## config.mk

```make
export PLATFORM = sky130hd
export DESIGN_NAME = restoring_divider
export DESIGN_NICKNAME = d
export VERILOG_FILES = /design/src/rtl/restoring_divider.sv
export SDC_FILE = /design/constraint.sdc
export NUM_CORES = 1
export LEC_CHECK = 0
export CORE_ASPECT_RATIO = 0.5
export CORE_UTILIZATION = 30
export DETAILED_ROUTE_END_ITERATION = 12
export DONT_BUFFER_PORTS = 1
export GPL_ROUTABILITY_DRIVEN = 0
export PLACE_DENSITY = 0.46
export SYNTH_ARGS = -nofsm -noshare
export SYNTH_HDL_FRONTEND = slang
export SYNTH_SLANG_ARGS = --single-unit
```

## constraint.sdc

```tcl
create_clock -name clock -period 3.42 [get_ports clock]
set_input_delay 0.342 -clock clock [delete_from_list [all_inputs] [get_ports clock]]
set_output_delay 0.342 -clock clock [all_outputs]
set_load 0.1 [all_outputs]
```

## src/rtl/restoring_divider.sv

```systemverilog
// restoring_divider
//   Sequential shift-subtract (restoring) divider. One iteration per clock,
//   N iterations per operation. Shares the START/READY handshake and the
//   combined {remainder, quotient} AQ register layout of the shift-add
//   multiplier, so the same sequencer can drive either block.
//
// Ports
//   clock     rising-edge system clock
//   n_reset   asynchronous active-low reset
//   START     request; accepted on a rising edge while idle
//   DIVIDEND  2N-bit dividend, sampled on the accepting edge
//   DIVISOR   N-bit divisor, sampled on the accepting edge
//   READY     idle and AQ holds a valid result
//   AQ        {remainder, quotient}; shows working values while busy
//   DIV_ZERO  last accepted request had DIVISOR == 0
//   OVERFLOW  last accepted request had a quotient wider than N bits
module restoring_divider #(
  parameter int N = 8
) (
  input  logic           clock,
  input  logic           n_reset,
  input  logic           START,
  input  logic [2*N-1:0] DIVIDEND,
  input  logic [N-1:0]   DIVISOR,
  output logic           READY,
  output logic [2*N-1:0] AQ,
  output logic           DIV_ZERO,
  output logic           OVERFLOW
);

  localparam int CW = $clog2(N+1);

  typedef enum logic {IDLE, RUN} state_t;

  state_t         state;
  logic [N:0]     a;        // partial remainder; MSB catches the shift-out bit
  logic [N-1:0]   q;
  logic [N-1:0]   m;
  logic [CW-1:0]  cnt;
  logic           start_q;

  // Shift {A,Q} left one place. Keeping the whole of A in the shifted
  // value gives an N+2-bit minuend whose top bit is zero whenever A < M,
  // so the subtraction's MSB is a clean borrow flag.
  logic [N+1:0]   sh_a;
  logic [N-1:0]   sh_q;
  logic [N+1:0]   diff;
  logic           borrow;

  assign sh_a   = {a, q[N-1]};
  assign sh_q   = q << 1;
  assign diff   = sh_a - {2'b00, m};
  assign borrow = diff[N+1];

  assign AQ = {a[N-1:0], q};

  always_ff @(posedge clock or negedge n_reset) begin
    if (!n_reset) begin
      state    <= IDLE;
      READY    <= 1'b1;
      DIV_ZERO <= 1'b0;
      OVERFLOW <= 1'b0;
      a        <= '0;
      q        <= '0;
      m        <= '0;
      cnt      <= '0;
      start_q  <= 1'b0;
    end else begin
      start_q <= START;
      case (state)
        IDLE: begin
          if (START && !start_q) begin
            // Faults report immediately with the dividend echoed on AQ.
            a <= {1'b0, DIVIDEND[2*N-1:N]};
            q <= DIVIDEND[N-1:0];
            if (DIVISOR == '0) begin
              DIV_ZERO <= 1'b1;
              OVERFLOW <= 1'b0;
            end else if (DIVIDEND[2*N-1:N] >= DIVISOR) begin
              // Upper half >= divisor means the quotient needs > N bits.
              DIV_ZERO <= 1'b0;
              OVERFLOW <= 1'b1;
            end else begin
              DIV_ZERO <= 1'b0;
              OVERFLOW <= 1'b0;
              m        <= DIVISOR;
              cnt      <= '0;
              READY    <= 1'b0;
              state    <= RUN;
            end
          end
        end
        RUN: begin
          if (borrow) begin
            a <= sh_a[N:0];                 // restore: keep shifted value
            q <= sh_q;
          end else begin
            a <= diff[N:0];
            q <= sh_q | {{(N-1){1'b0}}, 1'b1};
          end
          cnt <= cnt + CW'(1);
          if (cnt == CW'(N-1)) begin
            READY <= 1'b1;
            state <= IDLE;
          end
        end
        default: state <= IDLE;
      endcase
    end
  end

endmodule

```

---- Word-level counts from Yosys, hierarchy flattened ----
Cells that the tools add are included.
cells by class
  $add $sub $neg .......................... 2
  $lt $le $gt $ge ......................... 1
  equal/unequal tests ..................... 5
  muxes and demuxes ....................... 23
  bitwise logic cells ..................... 3
  reduce and logical (&&, ||, !) cells .... 7
operator list
  operator                                             number
  two-way mux 9 bit                                    2
  case mux 9 bit (2 select lines)                      1
  case mux 8 bit (2 select lines)                      1
  two-way mux 1 bit                                    12
  two-way mux 4 bit                                    3
  subtractor 10 x 8 -> 10 bit                          1
  greater-or-equal comparator 8 bit                    1
  logical NOT 8 bit                                    1
  two-way mux 8 bit                                    1
  case mux 4 bit (2 select lines)                      1
  AND reduction 4 bit                                  2
  != test 2 bit, second input constant                 3
  adder 4 x 1 -> 4 bit, second input constant          1
  equality test 4 x 3 -> 1 bit, second input constant  1
  case mux 1 bit (2 select lines)                      2
  NOT 1 bit                                            3
  AND reduction 3 bit                                  1
  != test 2 x 1 -> 1 bit, second input constant        1
  AND reduction 2 bit                                  1
  logical AND 1 bit                                    1
  logical NOT 1 bit                                    1
storage, ports and cells
  flip-flop bits (word level) ............. 34
  bits of input ports ..................... 27
  output and inout port bits .............. 19
  logic and storage cells ................. 50

---- Longest topological paths before layout ----
Gate-level depths: netlist of the first run.
  depth after elaboration ................. 5
  gate-level depth with buffers ........... 9
  mapped depth without buffers ............ 9

---- Worst setup path before layout of the first run ----
Ideal clock, no wire load.
  kind .................................... register to register
  start ................................... register q[7]
  end ..................................... register a[6]
  setup time .............................. 0.137 ns
  arrival ................................. 2.400 ns
  required time ........................... 3.283 ns
  slack ................................... 0.883 ns
  cell stages (with the launch flop) ...... 10
  path buffers ............................ 0
  period minus slack after synthesis ...... 2.537 ns
  cell sequence ........................... dfrtp_1 inv_1 ha_1 fa_1 nand2b_1 a21oi_1 a211oi_2 xnor2_1 mux2i_1 a21oi_1
on the way
  cells in the longest elaborated chain, start to end .. 3
ends and longest elaborated chain
  item                             RTL line  RTL
  start, declared                  37        logic [N-1:0] q;
  start signal, assigned           75        q <= DIVIDEND[N-1:0];
  start signal, assigned           96        q <= sh_q;
  start signal, assigned           99        q <= sh_q | {{(N-1){1'b0}}, 1'b1};
  subtractor 10 x 8 -> 10 bit      52        assign diff = sh_a - {2'b00, m};
  two-way mux 9 bit                94        if (borrow) begin
  case mux 9 bit (2 select lines)  70        case (state)
  end signal, assigned             74        a <= {1'b0, DIVIDEND[2*N-1:N]};
  end signal, assigned             95        a <= sh_a[N:0];
  end signal, assigned             98        a <= diff[N:0];
  end, declared                    36        logic [N:0] a;
Every way passes these cells.
A chain may end at the register's enable or synchronous reset.

---- Worst setup path after layout of the first run ----
  start ................................... register a[4]
  end ..................................... register a[8]
on the way
  cells in the longest elaborated chain, start to end .. 3
ends and longest elaborated chain
  item                             RTL line
  subtractor 10 x 8 -> 10 bit      52
  two-way mux 9 bit                94
  case mux 9 bit (2 select lines)  70
Every way passes these cells.

==> results of run 1 <==
-- how the worst max path moves through the flow --
| stage | slack [ns] | to |
|---|---|---|
| 2_1_floorplan | 0.88 | a[6]$_DFFE_PN0P_ |
| 3_3_place_gp | 1.10 | a[8]$_DFFE_PN0P_ |
| 3_5_place_dp | 1.03 | a[8]$_DFFE_PN0P_ |
| 4_1_cts | 1.00 | a[8]$_DFFE_PN0P_ |
| 5_1_grt | 0.87 | a[8]$_DFFE_PN0P_ |
| 6_report | 1.02 | a[8]$_DFFE_PN0P_ |
-- layer usage --
layer / up-vias / wire length [µm] / GRT usage [%]
li1: 818 / - / -
met1: 811 / 2530 / 19.1
met2: 24 / 2440 / 25.1
met3: 4 / 246 / 4.29
met4: 0 / 61 / 4.52
met5: - / 0 / 0
-- placed cells by master, fill, tap and decap left out, types with 4 or more instances in the layout --
master and instances:
dfrtp_1 33, nand2_1 29, inv_1 21, mux2i_1 20, ha_1 17, a21oi_1 15, nor2_1 13, o21ai_0 13
buf_4 11, nand3_1 6, and3_1 6, nand2b_1 5, xnor2_1 5, clkbuf_16 5, nand4_1 4, a21o_1 4
-- area by class of cell --
type                       count  share of cell area [%]
clock buffer                   6                    5.57
clock inverter                 2                   0.502
inverter                      21                    3.16
multi-input combinational    167                    47.5
sequential                    34                    34.2
tap                           92                    4.61
timing repair buffer          13                    4.51
-- logic make-up after synthesis --
logic type,synth area share [%]
compound gates,13.1
fa+ha+maj,10.4
xor+xnor,3.48
mux,10.5
flops,38.3
buf+inv,8.65
simple gates,15.5
-- flip-flops by register name, summed over array words and instances (netlist names) --
register	cells
a	9
m	8
q	8
cnt	4
DIV_ZERO	1
OVERFLOW	1
READY	1
start_q	1
state	1
-- per-stage QoR --
stage                     hold WS [ns]  area, µm²  utilization [%]  cells
after detailed placement        0.0471       2310             33.4    325
after global routing            0.0794       2490             36.0    335
after CTS                       0.0860       2490             36.0    335
after global placement          0.0471       2310             33.4    325
final                           0.0930       2490             36.0    335
after floorplan                 0.0464       2230                -    240
-- critical path, cell delays in order (launching register included) --
cell and delay [ns]:
dfrtp_1 0.37, ha_1 0.40, nand3_1 0.14, o221ai_2 0.19, a21oi_2 0.07, xnor2_2 0.59
or4b_1 0.50, nand3_1 0.08
-- repair_timing --
item / 4_1_cts / 5_1_grt
hold buffers: 2 / 0
setup endpoints to repair: 0 / 0
buffers inserted: 0 / 0
hold endpoints to repair: 34 / 0
==> flow_summary.yaml, run 1 <==
cts:
  cts_tree: "built"
  worstSkewPairLatency_ns: 0.28
  cts_resized: 0
  root_buffer: "clkbuf_16"
  numCtsBuffers: 5
  htreeDepth: 2
  clock-sinks: 34
  clk_pin_slew_ns: 0.06
  clockBufferDepth: 2
global_route:
  grt_pass1_wl_um: 8890
  antenna_found_initial: 0
  grt_overflow: 0
  grt_usage_pct: 15.2
  grt_max_degree: 35
  grt_pass1_vias: 1763
layout:
  final_nets: 287
  area_delta_synth_final_pct: 12.0
  diodes: 0
  layout-drive-gt1-share_pct: 12.8
  multiInputGateArea_mm2: 0.00118
  seq_area_um2: 852
  nFillCells: 727
timing:
  worst_slew_pin_slew_ns: 1.07
  fin_ws_ns: 1.02
  rsz0062_at_grt: "no"
  setup_tns_ns: 0
  slew_headroom_pct: 28.0
  finalSetupViolCount: 0
  fin_crit_ns: 2.40
  slew_viol_final: 0
  clock_skew_ns: 0.00672
  fin_crit_sh_pct: 70.2
  finalHoldViolCount: 0
  fmaxAchievable_ghz: 0.416
route:
  drt-initial-drc-count: 48
  drt-total-wl_um: 5280
  firstDrtPassIters: 4
  routedWlPerCell_um: 15.7
  drcViolationCount: 0
  via_per_inst: 4.95
  antenna_left: 0
  vias: 1657
synthesis:
  synthesis.nets: 285
  async_flop_share_pct: 100
  syn_inst: 240
  synth_warnings: 0
  syn_area_mm2: 0.00223
  yosysTopAreaCellShare_pct: 37.1
  synth_cell_type_count: 43
  ys_ff_latch: 34
  synth_top_cells_by_area: "dfrtp_1 37%, ha_1 9.6%, mux2i_1 9.0%, nand2_1 4.9%, inv_1 3.5%"
  ys_seq_area_share_pct: 38.3
  synth_top_area_cell: "dfrtp_1"
  ys.flop_type: "dfrtp_1"
  yosysMostFrequentCell: "dfrtp_1"
  synth_edf_count: 0
  synth_area_per_cell_um2: 9.28
  synth_common_cells: "33 x dfrtp_1, 29 x nand2_1, 21 x inv_1"
min_path:
  holdPathEnd: "start_q$_DFF_PN0_"
  worstHoldStart: "START"
  worstHoldPathCells: 0
  min_path_type: "primary input to flip-flop"
outcome:
  outcome: "finished clean"
critical_path:
  start_kind: "flip-flop"
  cp_max_fo: 12
  worstPathArrival_ns: 2.62
  reg2reg_from: "a[4]$_DFFE_PN0P_"
  reg2reg_depth: 7
  r2r_setup_slack_ns: 1.02
  cp.required_ns: 3.63
  cp-startpoint: "a[4]$_DFFE_PN0P_"
  worstSetupPathType: "flip-flop to flip-flop"
  end_kind: "flip-flop"
  timing.rr.end: "a[8]$_DFFE_PN0P_"
floorplan:
  ios: 46
  die_area_mm2: 0.00779
  rows: 21
  core_area_mm2: 0.00694
  start_util_pct: 32.1
  chipHeight_um: 62.9
  die_w_um: 124
flow_run:
  timing.max_cap.violations: 0
placed_design:
  detailed_place_hpwl_um: 3900
  place_ws_ns: 1.03
  port_buffers: 0
Power of run 1 is not shown: default switching activity piles up to over one toggle a cycle in this logic, so the estimate is an artifact.
==> inputs of run 2 (changes only) <==
--- a/config.mk
+++ b/config.mk
@@ -10,7 +10,7 @@
 export DETAILED_ROUTE_END_ITERATION = 12
 export DONT_BUFFER_PORTS = 1
 export GPL_ROUTABILITY_DRIVEN = 0
-export PLACE_DENSITY = 0.46
+export PLACE_DENSITY = 0.47
 export SYNTH_ARGS = -nofsm -noshare
 export SYNTH_HDL_FRONTEND = slang
 export SYNTH_SLANG_ARGS = --single-unit
==> constraint.sdc (replaced) <==
create_clock -name clock -period 2 [get_ports clock]
set_input_delay 0.2 -clock clock [delete_from_list [all_inputs] [get_ports clock]]
set_output_delay 0.2 -clock clock [all_outputs]
set_load 0.1 [all_outputs]
==> run 2 against run 1 <==
Effect of this change: sequential share of layout area down 4.7 points; global-route usage rose by 0.48 points; final cell count increased by 10%; routed wire length is 5.4% higher; final area increased by 17%; clock skew down 0.0015 ns; sequential cell count unchanged; core utilization rose by 6.0 points; first-iteration DRC count increased by 25%; largest cell class unchanged.
==> flow_summary.yaml, run 2 (synthesis results as in run 1) <==
outcome:
  outcome: "finished clean"
layout:
  area_delta_synth_final_pct: 30.6
  largest_reg_flops: 9
  final_cell_mix: "43 x buf_4, 32 x dfrtp_1, 29 x nand2_1"
  final_common_cell: "buf_4"
  final_nets: 321
  diodes: 0
  top_register: "a"
  design_area_mm2: 0.00291
  largestRegisters: "a (9), m (8), q (8)"
  layout-drive-gt1-share_pct: 30.0
placed_design:
  port_buffers: 0
  detailed_place_hpwl_um: 4090
  post_dp_cell_area_mm2: 0.00255
timing:
  finalSetupViolCount: 0
  fmaxAchievable_ghz: 0.507
  rsz0062_at_grt: "yes"
  fin_crit_ns: 1.97
  slew_headroom_pct: 72.9
  finalHoldViolCount: 0
  clock_skew_ns: 0.00524
  worst_slew_pin_slew_ns: 0.404
  slew_viol_final: 0
  fin_crit_sh_pct: 98.6
min_path:
  min_path_type: "primary input to flip-flop"
critical_path:
  reg2reg_from: "q[7]$_DFFE_PN0P_"
  reg2reg_depth: 9
  r2r_setup_slack_ns: 0.03
  worstPathCellList: "inv_4 > ha_4 > fa_2 > nand2b_4 > a21oi_2 > a211oi_2 > o21ai_2 > or4b_1 > nand3_1"
  endpoint: "a[8]$_DFFE_PN0P_"
  path_depth: 9
  timing.rr.end: "a[8]$_DFFE_PN0P_"
  cp.required_ns: 2.22
  max_stage_delay_ns: 0.48
  cp-startpoint: "q[7]$_DFFE_PN0P_"
  end_kind: "flip-flop"
  worstSetupPathType: "flip-flop to flip-flop"
  critPathTopFamily: "simple AND/OR/NAND/NOR gates"
  path_buf_inv: 1
  start_kind: "flip-flop"
  cp_max_fo: 2
  slowest_stage: "dfrtp_4"
  worstPathArrival_ns: 2.19
route:
  drt-initial-drc-count: 60
  vias: 1760
  antenna_left: 0
  firstDrtPassIters: 4
  drt-total-wl_um: 5560
  via_per_inst: 4.77
  routedWlPerCell_um: 15.1
  drcViolationCount: 0
floorplan:
  chipHeight_um: 62.9
  ios: 46
  start_util_pct: 32.1
  die_w_um: 124
  rows: 21
  core_area_mm2: 0.00694
  die_area_mm2: 0.00779
cts:
  clockBufferDepth: 2
  clk_pin_slew_ns: 0.06
  worstSkewPairLatency_ns: 0.28
  numCtsBuffers: 5
  htreeDepth: 2
  clock-sinks: 34
  root_buffer: "clkbuf_16"
  cts_tree: "built"
global_route:
  antenna_found_initial: 0
  grt_overflow: 0
  grt_usage_pct: 15.7
  grt_max_degree: 35
  grt_pass1_wl_um: 9120
  grt_pass1_vias: 1811
flow_run:
  timing.max_cap.violations: 0
-- run 2: worst min path at each step --
stage / from / endpoint / slack [ns] / depth (start not counted)
after global routing: DIVISOR[0] / m[0]$_DFFE_PN0P_ / 0.05 / 1
after detailed placement: n_reset / q[4]$_DFFE_PN0P_ / -0.09 / 0
after floorplan: n_reset / DIV_ZERO$_DFFE_PN0P_ / -0.1 / 0
final: DIVISOR[0] / m[0]$_DFFE_PN0P_ / 0.06 / 1
after global placement: n_reset / q[4]$_DFFE_PN0P_ / -0.09 / 0
after CTS: DIVISOR[0] / m[0]$_DFFE_PN0P_ / 0.05 / 1
-- run 2: routing by layer --
layer / part of all wire [%] / GRT usage [%] / vias to the layer above / wire, µm
met5: 0 / 0 / - / 0
met4: 2.6 / 7.83 / 0 / 144
met3: 5.9 / 4.29 / 10 / 327
met2: 46 / 24.2 / 38 / 2560
met1: 46 / 20.0 / 823 / 2530
li1: - / - / 889 / -
-- run 2: layout make-up --
class                   instances  area, µm²
clock inverters                 1       30.0
well taps                      92        115
fillers                       690       4030
inverters                      21       81.3
clock buffers                   7        133
multi-input cells             167       1320
repair buffers                 47        374
flip-flops and latches         34        856
-- run 2: stage by stage --
step | setup slack, ns | utilization [%] | cells | setup TNS [ns] | hold slack [ns]
floorplan | -0.137 | - | 240 | -0.137 | -0.0956
global placement | -0.0467 | 36.7 | 352 | -0.172 | -0.0948
detailed placement | -0.0582 | 36.7 | 352 | -0.308 | -0.0947
CTS | -0.0515 | 40.9 | 364 | -0.0515 | 0.0519
global route | -0.0807 | 41.9 | 369 | -0.117 | 0.0458
finish | 0.0277 | 41.9 | 369 | 0 | 0.0563
-- run 2: worst reg2reg max path: stages (launching register included) --
cell      delay [ns]
dfrtp_4         0.48
inv_4           0.07
ha_4            0.13
fa_2            0.20
nand2b_4        0.13
a21oi_2         0.05
a211oi_2        0.21
o21ai_2         0.10
or4b_1          0.46
nand3_1         0.08
-- run 2: timing repair --
| item | CTS | global route |
|---|---|---|
| cloned | 0 | 0 |
| gates resized for setup | 9 | 8 |
| buffers inserted | 2 | 5 |
| pin swaps | 7 | 13 |
| endpoints found under the setup margin | 7 | 7 |
| hold endpoints to repair | 35 | 0 |
| hold buffers | 3 | 0 |
Power of run 2 is left out for the same reason.
